File: config.mk
export PLATFORM = sky130hd
export DESIGN_NAME = iob_fpga_rst_seq_flat
export DESIGN_NICKNAME = d
export VERILOG_FILES = /design/src/rtl/iob_fpga_rst_seq_pkg.sv /design/src/rtl/iob_fpga_rst_seq_if.sv /design/src/rtl/iob_fpga_rst_deb.sv /design/src/rtl/iob_fpga_rst_seq.sv /design/src/flat_wrapper.sv
export SDC_FILE = /design/constraint.sdc
export NUM_CORES = 1
export LEC_CHECK = 0
export BUFFER_PORTS_ARGS = -buffer_cell sky130_fd_sc_hd__buf_2
export CORE_MARGIN = 10
export CORE_UTILIZATION = 52
export DETAILED_ROUTE_END_ITERATION = 10
export HOLD_SLACK_MARGIN = 0.02
export PLACE_DENSITY = 0.75
export SLEW_MARGIN = 10
export SYNTH_ARGS = -nofsm -noshare
export SYNTH_HDL_FRONTEND = slang
export SYNTH_SLANG_ARGS = --single-unit
export TNS_END_PERCENT = 50
File: constraint.sdc
create_clock -name clk_i -period 1.7 [get_ports clk_i]
set_input_delay 0.17 -clock clk_i [delete_from_list [all_inputs] [get_ports clk_i]]
set_output_delay 0.17 -clock clk_i [all_outputs]
set_load 0.05 [all_outputs]
File: src/rtl/iob_fpga_rst_seq_pkg.sv
// Shared types and sizing helpers for the FPGA reset sequencer.
// State encoding, cause-bit positions and counter width functions.
package iob_fpga_rst_seq_pkg;

  typedef enum logic [1:0] {
    ASSERT  = 2'd0,
    RELEASE = 2'd1,
    RUN     = 2'd2
  } state_e;

  localparam int CAUSE_POR  = 0;
  localparam int CAUSE_SW   = 1;
  localparam int CAUSE_SRC0 = 2;

  // Bits needed to hold values 0..m inclusive.
  function automatic int cnt_w(input int m);
    return $clog2(m + 1);
  endfunction

  function automatic int max_i(input int a, input int b);
    return (a > b) ? a : b;
  endfunction

endpackage

File: src/rtl/iob_fpga_rst_seq_if.sv
// Board/PS-facing request inputs and staged reset outputs of the reset sequencer.
interface iob_fpga_rst_seq_if #(
  parameter int N_SRC = 2,
  parameter int N_OUT = 3
);

  logic             cke_i;
  logic [N_SRC-1:0] rst_src_i;
  logic             sw_rst_i;
  logic             cause_clr_i;
  logic [N_OUT-1:0] rst_o;
  logic             cke_o;
  logic             done_o;
  logic [N_SRC+1:0] cause_o;

  modport master (
    output cke_i, rst_src_i, sw_rst_i, cause_clr_i,
    input  rst_o, cke_o, done_o, cause_o
  );

  modport slave (
    input  cke_i, rst_src_i, sw_rst_i, cause_clr_i,
    output rst_o, cke_o, done_o, cause_o
  );

endinterface

File: src/rtl/iob_fpga_rst_deb.sv
// One asynchronous reset request: 2-FF synchroniser plus consecutive-high debounce counter.
// req_o rises DEB_CYC+2 edges after the pin rises and drops as soon as the synced level is low.
module iob_fpga_rst_deb
  import iob_fpga_rst_seq_pkg::*;
#(
  parameter int DEB_CYC = 16
) (
  input  logic clk_i,
  input  logic arst_i,
  input  logic cke_i,
  input  logic src_i,
  output logic req_o
);

  localparam int             CW   = cnt_w(DEB_CYC);
  localparam logic [CW-1:0]  CMAX = CW'(DEB_CYC);

  logic          sync1_q, sync1_d;
  logic          sync2_q, sync2_d;
  logic [CW-1:0] cnt_q, cnt_d;

  // The synchroniser runs regardless of cke_i; only the counter is frozen.
  always_comb begin
    sync1_d = src_i;
    sync2_d = sync1_q;
    cnt_d   = cnt_q;
    if (cke_i) begin
      if (!sync2_q) begin
        cnt_d = '0;
      end else if (cnt_q != CMAX) begin
        cnt_d = cnt_q + CW'(1);
      end
    end
  end

  always_ff @(posedge clk_i or posedge arst_i) begin
    if (arst_i) begin
      sync1_q <= 1'b0;
      sync2_q <= 1'b0;
      cnt_q   <= '0;
    end else begin
      sync1_q <= sync1_d;
      sync2_q <= sync2_d;
      cnt_q   <= cnt_d;
    end
  end

  assign req_o = sync2_q && (cnt_q == CMAX);

endmodule

File: src/rtl/iob_fpga_rst_seq.sv
// Reset sequencer: merges POR, debounced board requests and SW reset into N_OUT staged resets.
// rst_o[k] releases HOLD_CYC + k*STAGE_CYC enabled cycles after the last request; any request restarts.
module iob_fpga_rst_seq
  import iob_fpga_rst_seq_pkg::*;
#(
  parameter int N_SRC     = 2,
  parameter int N_OUT     = 3,
  parameter int DEB_CYC   = 16,
  parameter int HOLD_CYC  = 8,
  parameter int STAGE_CYC = 4
) (
  input  logic              clk_i,
  input  logic              arst_i,
  iob_fpga_rst_seq_if.slave io
);

  localparam int                CNT_W     = cnt_w(max_i(HOLD_CYC, STAGE_CYC));
  localparam int                STG_W     = cnt_w(N_OUT);
  localparam int                CAU_W     = N_SRC + 2;
  localparam logic [CNT_W-1:0]  HOLD_LD   = CNT_W'(HOLD_CYC);
  localparam logic [CNT_W-1:0]  STAGE_LD  = CNT_W'(STAGE_CYC);
  localparam logic [STG_W-1:0]  STG_LAST  = STG_W'(N_OUT - 1);
  localparam logic [CAU_W-1:0]  CAUSE_RST = CAU_W'(1) << CAUSE_POR;

  state_e           state_q, state_d;
  logic [CNT_W-1:0] cnt_q, cnt_d;
  logic [STG_W-1:0] stage_q, stage_d;
  logic [N_OUT-1:0] rst_q, rst_d;
  logic [CAU_W-1:0] cause_q, cause_d;
  logic [N_SRC-1:0] req;
  logic             req_any;

  for (genvar k = 0; k < N_SRC; k++) begin : g_deb
    iob_fpga_rst_deb #(
      .DEB_CYC(DEB_CYC)
    ) u_deb (
      .clk_i  (clk_i),
      .arst_i (arst_i),
      .cke_i  (io.cke_i),
      .src_i  (io.rst_src_i[k]),
      .req_o  (req[k])
    );
  end

  assign req_any = (|req) | io.sw_rst_i;

  always_ff @(posedge clk_i or posedge arst_i) begin
    if (arst_i) begin
      state_q <= ASSERT;
      cnt_q   <= HOLD_LD;
      stage_q <= '0;
      rst_q   <= '1;
      cause_q <= CAUSE_RST;
    end else begin
      state_q <= state_d;
      cnt_q   <= cnt_d;
      stage_q <= stage_d;
      rst_q   <= rst_d;
      cause_q <= cause_d;
    end
  end

  // Releases shift a zero in from bit 0, so the lowest still-asserted output is always next.
  always_comb begin
    state_d = state_q;
    cnt_d   = cnt_q;
    stage_d = stage_q;
    rst_d   = rst_q;
    if (io.cke_i) begin
      if (req_any) begin
        state_d = ASSERT;
        cnt_d   = HOLD_LD;
        stage_d = '0;
        rst_d   = '1;
      end else begin
        case (state_q)
          ASSERT: begin
            cnt_d = cnt_q - CNT_W'(1);
            if (cnt_q == CNT_W'(1)) begin
              cnt_d   = STAGE_LD;
              stage_d = STG_W'(1);
              rst_d   = rst_q << 1;
              state_d = (N_OUT == 1) ? RUN : RELEASE;
            end
          end
          RELEASE: begin
            cnt_d = cnt_q - CNT_W'(1);
            if (cnt_q == CNT_W'(1)) begin
              cnt_d   = STAGE_LD;
              stage_d = stage_q + STG_W'(1);
              rst_d   = rst_q << 1;
              if (stage_q == STG_LAST) begin
                state_d = RUN;
              end
            end
          end
          RUN: begin
            state_d = RUN;
          end
          default: begin
            state_d = ASSERT;
            cnt_d   = HOLD_LD;
            rst_d   = '1;
          end
        endcase
      end
    end
  end

  // Set wins over clear so a request coinciding with cause_clr_i is never lost.
  always_comb begin
    cause_d = cause_q;
    if (io.cke_i) begin
      if (io.cause_clr_i) begin
        cause_d = '0;
      end
      cause_d[CAUSE_SW]            = cause_d[CAUSE_SW] | io.sw_rst_i;
      cause_d[CAUSE_SRC0 +: N_SRC] = cause_d[CAUSE_SRC0 +: N_SRC] | req;
    end
  end

  always_comb begin
    io.rst_o   = rst_q;
    io.done_o  = (state_q == RUN);
    io.cke_o   = (state_q == RUN);
    io.cause_o = cause_q;
  end

endmodule
File: src/flat_wrapper.sv
// flat-port wrapper written by rule: the top's interface ports become plain ports
module iob_fpga_rst_seq_flat import iob_fpga_rst_seq_pkg::*;
#(
  parameter int N_SRC     = 2,
  parameter int N_OUT     = 3,
  parameter int DEB_CYC   = 16,
  parameter int HOLD_CYC  = 8,
  parameter int STAGE_CYC = 4
)
  (clk_i, arst_i, io_cke_i, io_rst_src_i, io_sw_rst_i, io_cause_clr_i, io_rst_o, io_cke_o, io_done_o, io_cause_o);
  iob_fpga_rst_seq_if #(.N_SRC(N_SRC), .N_OUT(N_OUT)) io_i ();
  input  logic clk_i;
  input  logic arst_i;
  input wire logic [$bits(io_i.cke_i)-1:0] io_cke_i;
  input wire logic [$bits(io_i.rst_src_i)-1:0] io_rst_src_i;
  input wire logic [$bits(io_i.sw_rst_i)-1:0] io_sw_rst_i;
  input wire logic [$bits(io_i.cause_clr_i)-1:0] io_cause_clr_i;
  output wire logic [$bits(io_i.rst_o)-1:0] io_rst_o;
  output wire logic [$bits(io_i.cke_o)-1:0] io_cke_o;
  output wire logic [$bits(io_i.done_o)-1:0] io_done_o;
  output wire logic [$bits(io_i.cause_o)-1:0] io_cause_o;
  assign io_i.cke_i = io_cke_i;
  assign io_i.rst_src_i = io_rst_src_i;
  assign io_i.sw_rst_i = io_sw_rst_i;
  assign io_i.cause_clr_i = io_cause_clr_i;
  assign io_rst_o = io_i.rst_o;
  assign io_cke_o = io_i.cke_o;
  assign io_done_o = io_i.done_o;
  assign io_cause_o = io_i.cause_o;
  iob_fpga_rst_seq #(.N_SRC(N_SRC), .N_OUT(N_OUT), .DEB_CYC(DEB_CYC), .HOLD_CYC(HOLD_CYC), .STAGE_CYC(STAGE_CYC)) u_core (.clk_i(clk_i), .arst_i(arst_i), .io(io_i));
endmodule
=== Word level (Yosys, flattened, before mapping) ===
Cells that the tools add are included.

* Register bits after elaboration: 29
* Output and inout bits: 9
* Word-level logic and storage cells: 68

* Add/sub/neg operators: 4
* Equality and inequality tests: 16
* Mux-type cells: 20
* Bitwise operators: 3
* Reductions and logical operators: 13

{| class="wikitable"
|+ Operators with widths
! operator !! number
|-
| $mux W5 || 4
|-
| $mux W4 || 4
|-
| $mux W2 || 6
|-
| $ne A3 B1 Y1 const B || 4
|-
| $add A5 B1 Y5 const B || 2
|-
| $eq A5 B5 Y1 const B || 2
|-
| $ne A5 B5 Y1 const B || 2
|-
| $ne A2 B1 Y1 const B || 4
|-
| $pmux W4 S2 || 1
|-
| $reduce_and A2 Y1 || 4
|-
| $reduce_and A4 Y1 || 2
|-
| $mux W3 || 2
|-
| $pmux W2 S3 || 1
|-
| $pmux W3 S2 || 1
|-
| $eq A2 B2 Y1 const B || 2
|-
| $eq A4 B1 Y1 const B || 1
|-
| $pmux W2 S2 || 1
|-
| $reduce_or A2 Y1 || 2
|-
| $sub A4 B1 Y4 const B || 1
|-
| $reduce_and A3 Y1 || 1
|-
| $reduce_bool A3 Y1 || 1
|-
| $add A2 B1 Y2 const B || 1
|-
| $eq A2 B1 Y1 const B || 1
|-
| $logic_and A1 B1 Y1 || 2
|-
| 3 further kinds || 4
|}

=== Logic depth before layout (Yosys ltp) ===
Gate-level depths: netlist of the first run.

* Depth after elaboration: 6
* Depth in mapped cells: 8
* Depth with buffers taken out: 7

=== Modules after synthesis ===
A second synthesis of the first run with hierarchy kept.

* Cells, all modules: 155
* Area total of the unflattened synthesis: 1546.5 µm²

{| class="wikitable"
|+ Modules (own cells, without submodules)
! module !! times used !! cells each !! area each (µm²) !! seq. area each (µm²)
|-
| iob_fpga_rst_seq || 1 || 87 || 823.3 || 381.6
|-
| iob_fpga_rst_deb || 2 || 34 || 361.6 || 175.2
|}

=== Least setup slack after synthesis of the first run ===
Ideal clock, no wire load.

* Path kind: flip-flop to flip-flop
* Start point: reg u_core.state_q[0]
* End point: reg u_core.cnt_q[2]
* Setup time: 0.121 ns
* Arrival: 1.961 ns
* Required time: 1.579 ns
* Path slack: -0.382 ns
* Stages on the path, launching flop included: 7
* Buffers on the path: 0
* Path through: dfrtp_1 inv_1 ha_1 inv_1 o41ai_2 nor2_1 o22a_1

* Elaborated cells between the ends (all ways): 8
* Those cells by class: eq/ne (3); mux (2); reduce/logical (3)

{| class="wikitable"
|+ RTL lines
! element !! line !! source
|-
| start: declaration || iob_fpga_rst_seq.sv:25 || <nowiki>state_e state_q, state_d;</nowiki>
|-
| start signal: assignment || iob_fpga_rst_seq.sv:55 || <nowiki>state_q <= state_d;</nowiki>
|-
| $eq A2 B2 Y1 (*) || - ||
|-
| net io_cke_o || flat_wrapper.sv:19 || <nowiki>output wire logic [$bits(io_i.cke_o)-1:0] io_cke_o;</nowiki>
|-
| $pmux W4 S2 / $ne A2 B1 Y1 (equally long branches) || - ||
|-
| $mux W4 / $reduce_and A2 Y1 (equally long branches) || - ||
|-
| end signal: assignment || iob_fpga_rst_seq.sv:56 || <nowiki>cnt_q <= cnt_d;</nowiki>
|-
| end: declaration || iob_fpga_rst_seq.sv:26 || <nowiki>logic [CNT_W-1:0] cnt_q, cnt_d;</nowiki>
|}

Mark *: on every way through the listed nets, which the timed path passes. The rest lies on a longest branch.
A chain may end at the register's enable or synchronous reset.

=== Final worst setup path of the first run ===
* Start point: reg u_core.g_deb[0].u_deb.cnt_q[1]
* End point: reg u_core.state_q[0]

* Word-level cells in the longest chain between the ends: 6
* Elaborated cells between the ends (all ways): 9
* Those cells by class: eq/ne (4); mux (1); bitwise (1); reduce/logical (3)

{| class="wikitable"
|+ Ends and longest elaborated chain
! element !! line !! source
|-
| start: declaration || iob_fpga_rst_deb.sv:20 || <nowiki>logic [CW-1:0] cnt_q, cnt_d;</nowiki>
|-
| start signal: assignment || iob_fpga_rst_deb.sv:44 || <nowiki>cnt_q <= cnt_d;</nowiki>
|-
| $eq A5 B5 Y1 (*) || iob_fpga_rst_deb.sv:48 || <nowiki>assign req_o = sync2_q && (cnt_q == CMAX);</nowiki>
|-
| $logic_and A1 B1 Y1 (*) || iob_fpga_rst_deb.sv:48 ||
|-
| $reduce_or A2 Y1 (*) || iob_fpga_rst_seq.sv:45 || <nowiki>assign req_any = (|req) | io.sw_rst_i;</nowiki>
|-
| $or A1 B1 Y1 (*) || iob_fpga_rst_seq.sv:45 ||
|-
| $ne A3 B1 Y1 (no line) || - ||
|-
| $reduce_and A4 Y1 (no line) || - ||
|}

Every way passes the cells marked *; elsewhere a longest branch is shown, timed or not.

==> results of run 1 <==
-- what timing repair did --
action	4_1_cts	5_1_grt
pin swaps	0	4
gates resized for setup	3	14
setup buffers	0	1
endpoints found under the hold margin	10	0
endpoints found under the setup margin	4	14
hold buffers	3	0
-- critical path: stages, from the launching register on --
cell and delay, ns:
dfrtp_1 0.39, inv_1 0.06, ha_2 0.16, nand2_2 0.06, nor4_4 0.28, or3_4 0.27, nor2_2 0.07, a32o_1 0.24
-- synth_stat cells (all sizes together), types with 3 or more instances --
cell type | number | area [sq um]
buf | 3 | 23.8
nor2 | 6 | 25.0
ha | 10 | 125
a22o | 6 | 52.6
dfstp | 5 | 131
inv | 18 | 67.6
nand2 | 18 | 67.6
nor3 | 5 | 36.3
nand2b | 5 | 31.3
nand3 | 6 | 30.0
dfrtp | 24 | 601
a21oi | 8 | 40.0
o22a | 3 | 26.3
o21ai | 14 | 70.1
or3 | 3 | 18.8
-- state kept, by name, summed over array words and instances (netlist names) --
signal and count:
u_core.g_deb.u_deb.cnt_q 10, u_core.io.cause_o 4, u_core.cnt_q 4, u_core.stage_q 2
u_core.g_deb.u_deb.sync2_q 2, u_core.g_deb.u_deb.sync1_q 2, u_core.io.rst_o 3, u_core.state_q 2
-- path summary, 6_finish.rpt --
path	startpoint	endpoint	slack, ns	depth (start not counted)
setup / recovery	u_core.g_deb[0].u_deb.cnt_q[1]$_DFFE_PP0P_	u_core.state_q[0]$_DFFE_PP0P_	0.04	7
hold / removal	io_cause_clr_i	u_core.io.cause_o[0]$_DFFE_PP1P_	0.15	3
setup reg to reg	u_core.g_deb[0].u_deb.cnt_q[1]$_DFFE_PP0P_	u_core.state_q[0]$_DFFE_PP0P_	0.04	7
hold reg to reg	u_core.g_deb[0].u_deb.sync1_q$_DFF_PP0_	u_core.g_deb[0].u_deb.sync2_q$_DFF_PP0_	0.36	0
max in group asynchronous	arst_i	u_core.io.cause_o[0]$_DFFE_PP1P_	0.73	4
min in group asynchronous	arst_i	u_core.g_deb[1].u_deb.sync1_q$_DFF_PP0_	0.41	3
-- power groups by stage --
stage,Combinational [mW],Clock [mW],Sequential (mW)
after global routing,0.690,0.540,0.888
final,0.614,0.497,0.873
after global placement,0.546,0,0.877
after CTS,0.590,0.511,0.870
after detailed placement,0.576,0,0.883
after floorplan,0.358,0,0.903
-- through the flow --
stage          utilization  setup WS [ns]
2_1_floorplan            -        -0.0338
6_report             0.697         0.0429
4_1_cts              0.681         0.0347
3_3_place_gp         0.640        0.00690
5_1_grt              0.697        -0.0598
3_5_place_dp         0.640        -0.0394
-- per-layer routing --
| metal | share of wire | wire (um) |
|---|---|---|
| met5 | 0 | 0 |
| met4 | 0.021 | 69 |
| met3 | 0.068 | 227 |
| met2 | 0.49 | 1650 |
| met1 | 0.42 | 1390 |
-- cells by family after synthesis --
| group | share of synthesized area |
|---|---|
| flops | 0.481 |
| fa+ha+maj | 0.0822 |
| compound gates | 0.191 |
| buf+inv | 0.0624 |
| simple gates | 0.183 |
-- final cells by class --
type / count / share of cell area
timing repair buffer: 37 / 0.136
clock buffer: 7 / 0.0336
inverter: 18 / 0.0349
sequential: 29 / 0.378
multi-input combinational: 102 / 0.395
clock inverter: 1 / 0.00258
tap: 31 / 0.0200
-- layout by cell type (no fill, tap or decap), types with 2 or more instances in the layout --
| cell type | count |
|---|---|
| dfrtp_1 | 24 |
| inv_1 | 17 |
| buf_4 | 17 |
| nand2_1 | 16 |
| buf_2 | 15 |
| o21ai_0 | 9 |
| ha_1 | 7 |
| a21oi_1 | 6 |
| nand3_1 | 6 |
| a22o_1 | 6 |
| clkbuf_4 | 5 |
| dfstp_2 | 5 |
| nand2b_1 | 4 |
| nor2_1 | 4 |
| o21ai_1 | 4 |
| o22a_1 | 3 |
| dlygate4sd3_1 | 3 |
| nand2_2 | 2 |
| nor3_2 | 2 |
| nor2_2 | 2 |
| nand3b_1 | 2 |
| a21oi_2 | 2 |
| a32o_1 | 2 |
| o31ai_1 | 2 |
| or3_1 | 2 |
| and2_1 | 2 |
| nor3_1 | 2 |
| ha_2 | 2 |
| clkbuf_8 | 2 |
==> parameters.txt, run 1 <==
Parameter                              Value

Floorplan
  Top Ports    16
  Placeable core region    2780 sq um
  Initial cell density of the core    0.547
  Horizontal die dimension    74.1 um
  Area enclosed by the die boundary    5490 sq um
  Die Ht    74.1 um
  Rows    19

Global route
  GR Util met1    0.143
  Met2 track demand over resource    0.222
  Wire length of the first global-routing pass    around 5.6 mm
  Grt ovf    0
  Met3 Usage GRT    0.0426
  Global Route Usage Sum    0.131
  Gr busiest metal    met2
  Number of global-route vias before repair    between 1000 and 1500
  Number of antenna violations at the first check in global routing    0
  Maximum number of pins on one net before global-route repair    18

Route
  Routed vias    1267
  Violation count after the first detailed-routing iteration    91
  Detailed-routing iteration count for the pre-antenna-repair pass    4
  Total Wirelength    3.33 mm
  Wire length per cell    14.8 um
  Average vias per placed instance    5.63
  Remaining antenna violation count after routing    0
  Post-detailed-route DRC marker count    0

Worst setup path
  Kind of start point of the critical path    flop
  Worst-path maximum fanout    6
  Type of the worst setup path    flop to flop
  Kind of end point of the critical path    flop
  Signal arrival time at the worst endpoint    1.89 ns
  Endpoint required time on the critical path    ~1.9 ns

Clock network
  CTS tree    built
  Max clock buf depth    2
  Number of buffers created by CTS    5
  H-tree levels    2
  Num Clock Sinks    29
  Clock root buffer    clkbuf_4
  Clock slew seen by the registers of the worst setup and hold paths    around 0.10 ns
  Source-to-sink clock delay at the later pin of the worst-skew pair    roughly 0.35 ns

Synthesis
  Count of mapped cells out of synthesis    between 150 and 200
  Synth warnings    0
  Fraction of the yosys area taken by sequential cells    0.481
  Number of distinct standard cells referenced by the synthesized netlist    34
  Average cell area after synthesis    9.95 sq um
  Number of synthesized register bits    29
  Cell area after technology mapping    ~1500 sq um
  Number of enable flip-flop cells after synthesis    0
  Async set-reset flop share out of synthesis    1.00
  Syn nets    170
  Post-synth top flop    dfrtp_1

Placement
  Sum of net half-perimeters after detailed placement    2.47 mm
  Number of I/O port buffers    15
  Number of placed cells counting well taps    213
  Last weighted congestion value of the routability-driven placer    0.862
  DP Area    1780 sq um

STA
  Final Slew Violations    0
  Share of the clock period used by the worst path after layout    0.975
  Setup-failing EPs final    0
  Number of endpoints with negative hold slack in the final report    0
  Pin slew with the least headroom to its limit    0.562 ns
  RSZ-0062 raised after global routing    true
  Fmax    just over 600 MHz
  Remaining max-slew budget at the tightest pin    0.625
  Worst clock skew on the final layout    0.0153 ns
  Total negative setup slack    0 ns
  Worst hold slack across all endpoints    0.145 ns
  Time the worst path needs with I/O delays and setup    1.66 ns

Finish
  Combined area of the multi-input logic cells    766 sq um
  Number of non-filler instances in the completed layout    225
  Final net count    210
  Final standard cell area without fillers    1940 sq um
  Area used by sequential logic in the layout    approximately 730 sq um
  Share of cells above drive strength 1    0.345
  Number of fill cells    205
  Antenna diode count    0
  Layout overhead on the synthesized area    27.3%

Outcome
  Outcome    finished clean

Run
  Maximum Capacitance Violations    0

Pwr
  Power Density    between 1000 and 1500 nW/um^2
  Lkg Pwr    0.876 nW
  Post-layout total power    1.98 mW
  Switching power of the nets    678 uW
  Net Sw Frac    0.342
  P_int    about 1.3 mW
  Highest ir drop seen on vdd    0.746 mV
  Sequential Power Share    0.440
  Clock group share of total power    0.250
  Share of total power in combinational logic    0.309

Hold path
  HP Class    input pin to flop
Power figures use the tool's default switching activity.
==> run 2: changes to the inputs <==
- BUFFER_PORTS_ARGS: -buffer_cell sky130_fd_sc_hd__buf_2 -> -buffer_cell sky130_fd_sc_hd__clkbuf_2
- CTS_CLUSTER_DIAMETER: unset -> 100
==> parameters.txt, run 2 (synthesis results as in run 1) <==
Parameter                              Value

Outcome
  Outcome    finished, violations left
  Violated checks    setup timing

Finish
  Final net count    210 (unchanged)
  Flip-flop count of the largest register, all copies and words added    10 (unchanged)
  Layout overhead on the synthesized area    26.9%
  Most frequent standard cell in the layout excluding fill and tap cells    dfrtp_1
  Share of cells above drive strength 1    0.356 (+0.0103)
  Antenna diode count    0 (unchanged)
  Number of non-filler instances in the completed layout    225 (unchanged)
  Largest reg by FF count    u_core.g_deb.u_deb.cnt_q
  Most frequent cells in the layout    dfrtp_1, buf_4, inv_1, nand2_1, clkbuf_2

Global route
  Wire length of the first global-routing pass    5.85 mm (+3.8%)
  Number of antenna violations at the first check in global routing    0 (unchanged)
  Grt ovf    0 (unchanged)
  Maximum number of pins on one net before global-route repair    30 (+12)
  Global Route Usage Sum    0.135 (+0.00448)
  Number of global-route vias before repair    1363 (+1.6%)

Placement
  Last weighted congestion value of the routability-driven placer    0.841 (-2.3%)
  Number of placed cells counting well taps    212 (-0.47%)
  Number of I/O port buffers    15 (unchanged)
  Sum of net half-perimeters after detailed placement    2.59 mm (+5.1%)
  Pre-CTS setup slack    -0.0833 ns (-0.0439 ns)

Clock network
  Number of buffers created by CTS    5 (unchanged)
  Max clock buf depth    2 (unchanged)
  CTS tree    built
  Source-to-sink clock delay at the later pin of the worst-skew pair    0.34 ns (about the same)
  Clock root buffer    clkbuf_4
  Clock slew seen by the registers of the worst setup and hold paths    0.09 ns (about the same)
  H-tree levels    2 (unchanged)
  Num Clock Sinks    29 (unchanged)

STA
  Share of the clock period used by the worst path after layout    1.01 (+0.0386)
  Pin slew with the least headroom to its limit    0.366 ns (-0.197 ns)
  Setup slack after layout    -0.0227 ns (-0.0656 ns)
  Final Slew Violations    0 (unchanged)
  Time the worst path needs with I/O delays and setup    1.72 ns (+0.0656 ns)
  Setup-failing EPs final    1 (+1)
  Worst clock skew on the final layout    0.0120 ns (-0.00330 ns)
  Fmax    580 MHz (-3.8%)
  Remaining max-slew budget at the tightest pin    0.755 (+0.131)
  RSZ-0062 raised after global routing    true
  Number of endpoints with negative hold slack in the final report    0 (unchanged)
  Total negative setup slack    -0.0227 ns (-0.0227 ns)

Worst setup path
  Reg2Reg Depth    7 (unchanged)
  Reg-to-reg critical path startpoint    u_core.g_deb[0].u_deb.cnt_q[0]$_DFFE_PP0P_
  Worst-path maximum fanout    6 (unchanged)
  Kind of start point of the critical path    flop
  Register-to-Register Setup Slack    -0.02 ns (-0.07 ns)
  Terminus of the critical flop-to-flop path    u_core.cnt_q[1]$_DFFE_PP0P_
  Type of the worst setup path    flop to flop
  Kind of end point of the critical path    flop
  Endpoint required time on the critical path    1.93 ns (about the same)
  Signal arrival time at the worst endpoint    1.95 ns (+0.06 ns)

Route
  Post-detailed-route DRC marker count    0 (unchanged)
  Total Wirelength    3.51 mm (+5.3%)
  Average vias per placed instance    5.79 (+2.8%)
  Wire length per cell    15.6 um (+5.3%)
  Remaining antenna violation count after routing    0 (unchanged)
  Violation count after the first detailed-routing iteration    130 (+43%)
  Detailed-routing iteration count for the pre-antenna-repair pass    4 (unchanged)
  Routed vias    1303 (+2.8%)

Floorplan
  Placeable core region    2780 sq um (unchanged)
  Area enclosed by the die boundary    5490 sq um (unchanged)
  Horizontal die dimension    74.1 um (unchanged)
  Top Ports    16 (unchanged)
  Rows    19 (unchanged)
  Die Ht    74.1 um (unchanged)
  Initial cell density of the core    0.547 (unchanged)

Hold path
  HP Class    input pin to flop
  Capture endpoint of the worst hold path    u_core.io.cause_o[0]$_DFFE_PP1P_
  Worst hold path cell count    3 (unchanged)
  Source of the worst hold timing path    io_cause_clr_i

Pwr
  Power Density    990 nW/um^2 (-3.2%)
  Highest ir drop seen on vdd    0.727 mV (-2.5%)
  Lkg Pwr    0.864 nW (-1.3%)

Run
  Maximum Capacitance Violations    0 (unchanged)
## run 2: worst max-delay path by stage
stage                                                     startpoint                                         end  slack (ns)  cells past startpoint
after floorplan                        u_core.state_q[1]$_DFFE_PP0P_               u_core.state_q[1]$_DFFE_PP0P_       -0.03                      7
after detailed placement  u_core.g_deb[0].u_deb.cnt_q[0]$_DFFE_PP0P_               u_core.stage_q[1]$_DFFE_PP0P_       -0.08                      7
after global placement    u_core.g_deb[0].u_deb.cnt_q[1]$_DFFE_PP0P_               u_core.state_q[0]$_DFFE_PP0P_        0.02                      7
final                     u_core.g_deb[0].u_deb.cnt_q[0]$_DFFE_PP0P_                 u_core.cnt_q[1]$_DFFE_PP0P_       -0.02                      7
after CTS                 u_core.g_deb[0].u_deb.cnt_q[1]$_DFFE_PP0P_  u_core.g_deb[0].u_deb.cnt_q[3]$_DFFE_PP0P_       -0.02                      9
after global routing      u_core.g_deb[0].u_deb.cnt_q[0]$_DFFE_PP0P_                 u_core.cnt_q[1]$_DFFE_PP0P_       -0.11                      7
## run 2: final cells by class
cell class | instances | area [sq um]
inverter | 18 | 67.6
clock inverter | 2 | 10.0
sequential | 29 | 732
timing repair buffer | 37 | 248
tap | 31 | 38.8
multi-input combinational | 102 | 795
fill | 214 | 850
clock buffer | 6 | 41.3
## run 2: power breakdown
group          internal [mW]  total, mW  switching [mW]  leakage, nW
clock network          0.157      0.404           0.246       0.0320
logic                  0.274      0.631           0.357        0.466
registers              0.791      0.878          0.0872        0.366
## run 2: worst max-delay path, cell delays in order, from the launching register on
cell and delay, ns:
dfrtp_1 0.37, inv_1 0.05, ha_2 0.18, nand2_2 0.08, nor4_4 0.05, buf_4 0.14
or3_4 0.43, o41ai_2 0.32
## run 2: per-layer routing
metal | track usage | wire (um) | up-vias
met3 | 0.0519 | 252 | 11
met1 | 0.135 | 1360 | 640
met2 | 0.244 | 1840 | 44
met5 | 0 | 0 | -
met4 | 0.0580 | 52 | 0
li1 | - | - | 608
## run 2: timing repair
item / in CTS / in global routing
resized for setup: 3 / 17
endpoints found under the setup margin: 7 / 17
buffers inserted: 0 / 2
hold buffers: 3 / 0
pin swaps: 0 / 3
hold endpoints to repair: 26 / 0
## run 2: per-stage QoR
step	cell area (sq um)	power, mW	hold slack (ns)	util
final	1930	1.91	0.162	0.695
after global routing	1930	2.05	0.167	0.695
after CTS	1860	1.88	0.151	0.668
after detailed placement	1760	1.46	0.239	0.633
after global placement	1760	1.41	0.233	0.633
after floorplan	1550	1.26	0.201	-
==> run 3: changes to the inputs <==
- SKIP_CTS_REPAIR_TIMING: unset -> 1
==> parameters.txt, run 3 (synthesis results as in run 1) <==
Parameter                              Value

Outcome
  Outcome    finished clean

STA
  RSZ-0062 raised after global routing    true
  Setup slack after layout    0.0225 ns (+0.0452 ns)
  Pin slew with the least headroom to its limit    0.367 ns (+0.00166 ns)
  Fmax    596 MHz (+2.7%)
  Time the worst path needs with I/O delays and setup    1.68 ns (-0.0452 ns)
  Remaining max-slew budget at the tightest pin    0.754 (-0.00111)
  Worst clock skew on the final layout    0.0139 ns (+0.00193 ns)
  Share of the clock period used by the worst path after layout    0.987 (-0.0266)
  Number of endpoints with negative hold slack in the final report    0 (unchanged)
  Setup-failing EPs final    0 (-1)
  Final Slew Violations    0 (unchanged)

Route
  Average vias per placed instance    5.80 (+0.11%)
  Violation count after the first detailed-routing iteration    95 (-27%)
  Detailed-routing iteration count for the pre-antenna-repair pass    6 (+2)
  Total Wirelength    3.54 mm (+0.86%)
  Routed vias    1316 (+1.0%)
  Post-detailed-route DRC marker count    0 (unchanged)
  Wire length per cell    15.6 um (about the same)
  Remaining antenna violation count after routing    0 (unchanged)

Finish
  Flip-flop count of the largest register, all copies and words added    10 (unchanged)
  Area used by sequential logic in the layout    732 sq um (unchanged)
  Final net count    212 (+0.95%)
  Largest reg by FF count    u_core.g_deb.u_deb.cnt_q
  Most frequent standard cell in the layout excluding fill and tap cells    dfrtp_1
  Share of cells above drive strength 1    0.362 (+0.00657)
  Number of fill cells    211 (-1.4%)
  Antenna diode count    0 (unchanged)
  Combined area of the multi-input logic cells    786 sq um (-1.1%)
  Most frequent cells in the layout    dfrtp_1, buf_4, inv_1
  Layout overhead on the synthesized area    27.5%
  Final standard cell area without fillers    1940 sq um (+0.52%)

Global route
  Number of global-route vias before repair    1352 (-0.81%)
  Wire length of the first global-routing pass    5.84 mm (-0.12%)
  Global Route Usage Sum    0.135 (-0.000236)
  Number of antenna violations at the first check in global routing    0 (unchanged)
  Grt ovf    0 (unchanged)
  Maximum number of pins on one net before global-route repair    30 (unchanged)

Placement
  Last weighted congestion value of the routability-driven placer    0.841 (unchanged)
  DP Area    1760 sq um (unchanged)
  Number of I/O port buffers    15 (unchanged)
  Pre-CTS setup slack    -0.0833 ns (unchanged)
  Sum of net half-perimeters after detailed placement    2.59 mm (unchanged)

Pwr
  Lkg Pwr    0.879 nW (+1.7%)
  Highest ir drop seen on vdd    0.780 mV (+7.3%)
  Power Density    998 nW/um^2 (+0.73%)

Clock network
  Number of buffers created by CTS    5 (unchanged)
  H-tree levels    2 (unchanged)
  Num Clock Sinks    29 (unchanged)
  Clock slew seen by the registers of the worst setup and hold paths    0.09 ns (about the same)
  Max clock buf depth    2 (unchanged)
  Source-to-sink clock delay at the later pin of the worst-skew pair    0.34 ns (about the same)
  CTS tree    built
  Clock root buffer    clkbuf_4

Floorplan
  Area enclosed by the die boundary    5490 sq um (unchanged)
  Horizontal die dimension    74.1 um (unchanged)
  Top Ports    16 (unchanged)
  Rows    19 (unchanged)
  Die Ht    74.1 um (unchanged)
  Initial cell density of the core    0.547 (unchanged)
  Placeable core region    2780 sq um (unchanged)

Worst setup path
  Kind of start point of the critical path    flop
  Worst-path maximum fanout    4 (-2)
  Kind of end point of the critical path    flop
  Endpoint required time on the critical path    1.93 ns (about the same)
  Type of the worst setup path    flop to flop
  Signal arrival time at the worst endpoint    1.91 ns (-0.04 ns)

Run
  Maximum Capacitance Violations    0 (unchanged)

Hold path
  HP Class    input pin to flop
==> run 3: changes by cell type in the layout (fill, tap and decap cells not counted), sizes merged <==
| cell | before | now |
|---|---|---|
| buf | 19 | 21 |
==> run 3: layout make-up <==
cell class,count,area share
Clock buffer,6,0.0213
Tap cell,31,0.0200
Timing Repair Buffer,39,0.137
Inverter,18,0.0348
Sequential cell,29,0.377
Clock inverter,2,0.00515
Multi-Input combinational cell,102,0.405
==> run 3: critical path: stages, from the launching register on <==
cell	delay, ns
dfrtp_1	0.37
inv_1	0.05
ha_2	0.17
nand2_2	0.08
nor4_4	0.05
buf_4	0.14
o41ai_4	0.38
buf_4	0.22
nand2_2	0.07
o41ai_4	0.05
==> run 3: path summary, 6_finish.rpt <==
| check | to | depth (start not counted) | start | slack (ns) |
|---|---|---|---|---|
| setup reg to reg | u_core.cnt_q[1]$_DFFE_PP0P_ | 9 | u_core.g_deb[0].u_deb.cnt_q[0]$_DFFE_PP0P_ | 0.02 |
| hold / removal | u_core.io.cause_o[0]$_DFFE_PP1P_ | 3 | io_cause_clr_i | 0.16 |
| setup / recovery | u_core.cnt_q[1]$_DFFE_PP0P_ | 9 | u_core.g_deb[0].u_deb.cnt_q[0]$_DFFE_PP0P_ | 0.02 |
| min in group asynchronous | u_core.g_deb[1].u_deb.cnt_q[1]$_DFFE_PP0P_ | 4 | arst_i | 0.42 |
| max in group asynchronous | u_core.io.rst_o[2]$_DFFE_PP1P_ | 4 | arst_i | 0.96 |
| hold reg to reg | u_core.g_deb[0].u_deb.sync2_q$_DFF_PP0_ | 0 | u_core.g_deb[0].u_deb.sync1_q$_DFF_PP0_ | 0.36 |
==> run 3: routing by layer <==
metal	vias to the layer above	GRT usage	wire length (um)
li1	616	-	-
met1	646	0.135	1380
met2	41	0.244	1830
met3	13	0.0519	229
met4	0	0.0580	97
met5	-	0	0
==> run 3: through the flow <==
| step | power, mW | utilization | hold WS [ns] | TNS [ns] | instances |
|---|---|---|---|---|---|
| detailed placement | 1.46 | 0.633 | 0.239 | -0.239 | 212 |
| global placement | 1.41 | 0.633 | 0.233 | 0 | 212 |
| global route | 2.07 | 0.698 | 0.173 | -0.332 | 227 |
| floorplan | 1.26 | - | 0.201 | -0.0677 | 153 |
| finish | 1.94 | 0.698 | 0.163 | 0 | 227 |
| CTS | 1.87 | 0.651 | -0.133 | -0.367 | 220 |
==> run 3: power breakdown <==
part	switching (mW)	leakage, nW	internal (mW)
Clock	0.246	0.0320	0.157
Sequential	0.0970	0.366	0.791
Combinational	0.362	0.481	0.284
Total	0.705	0.879	1.23
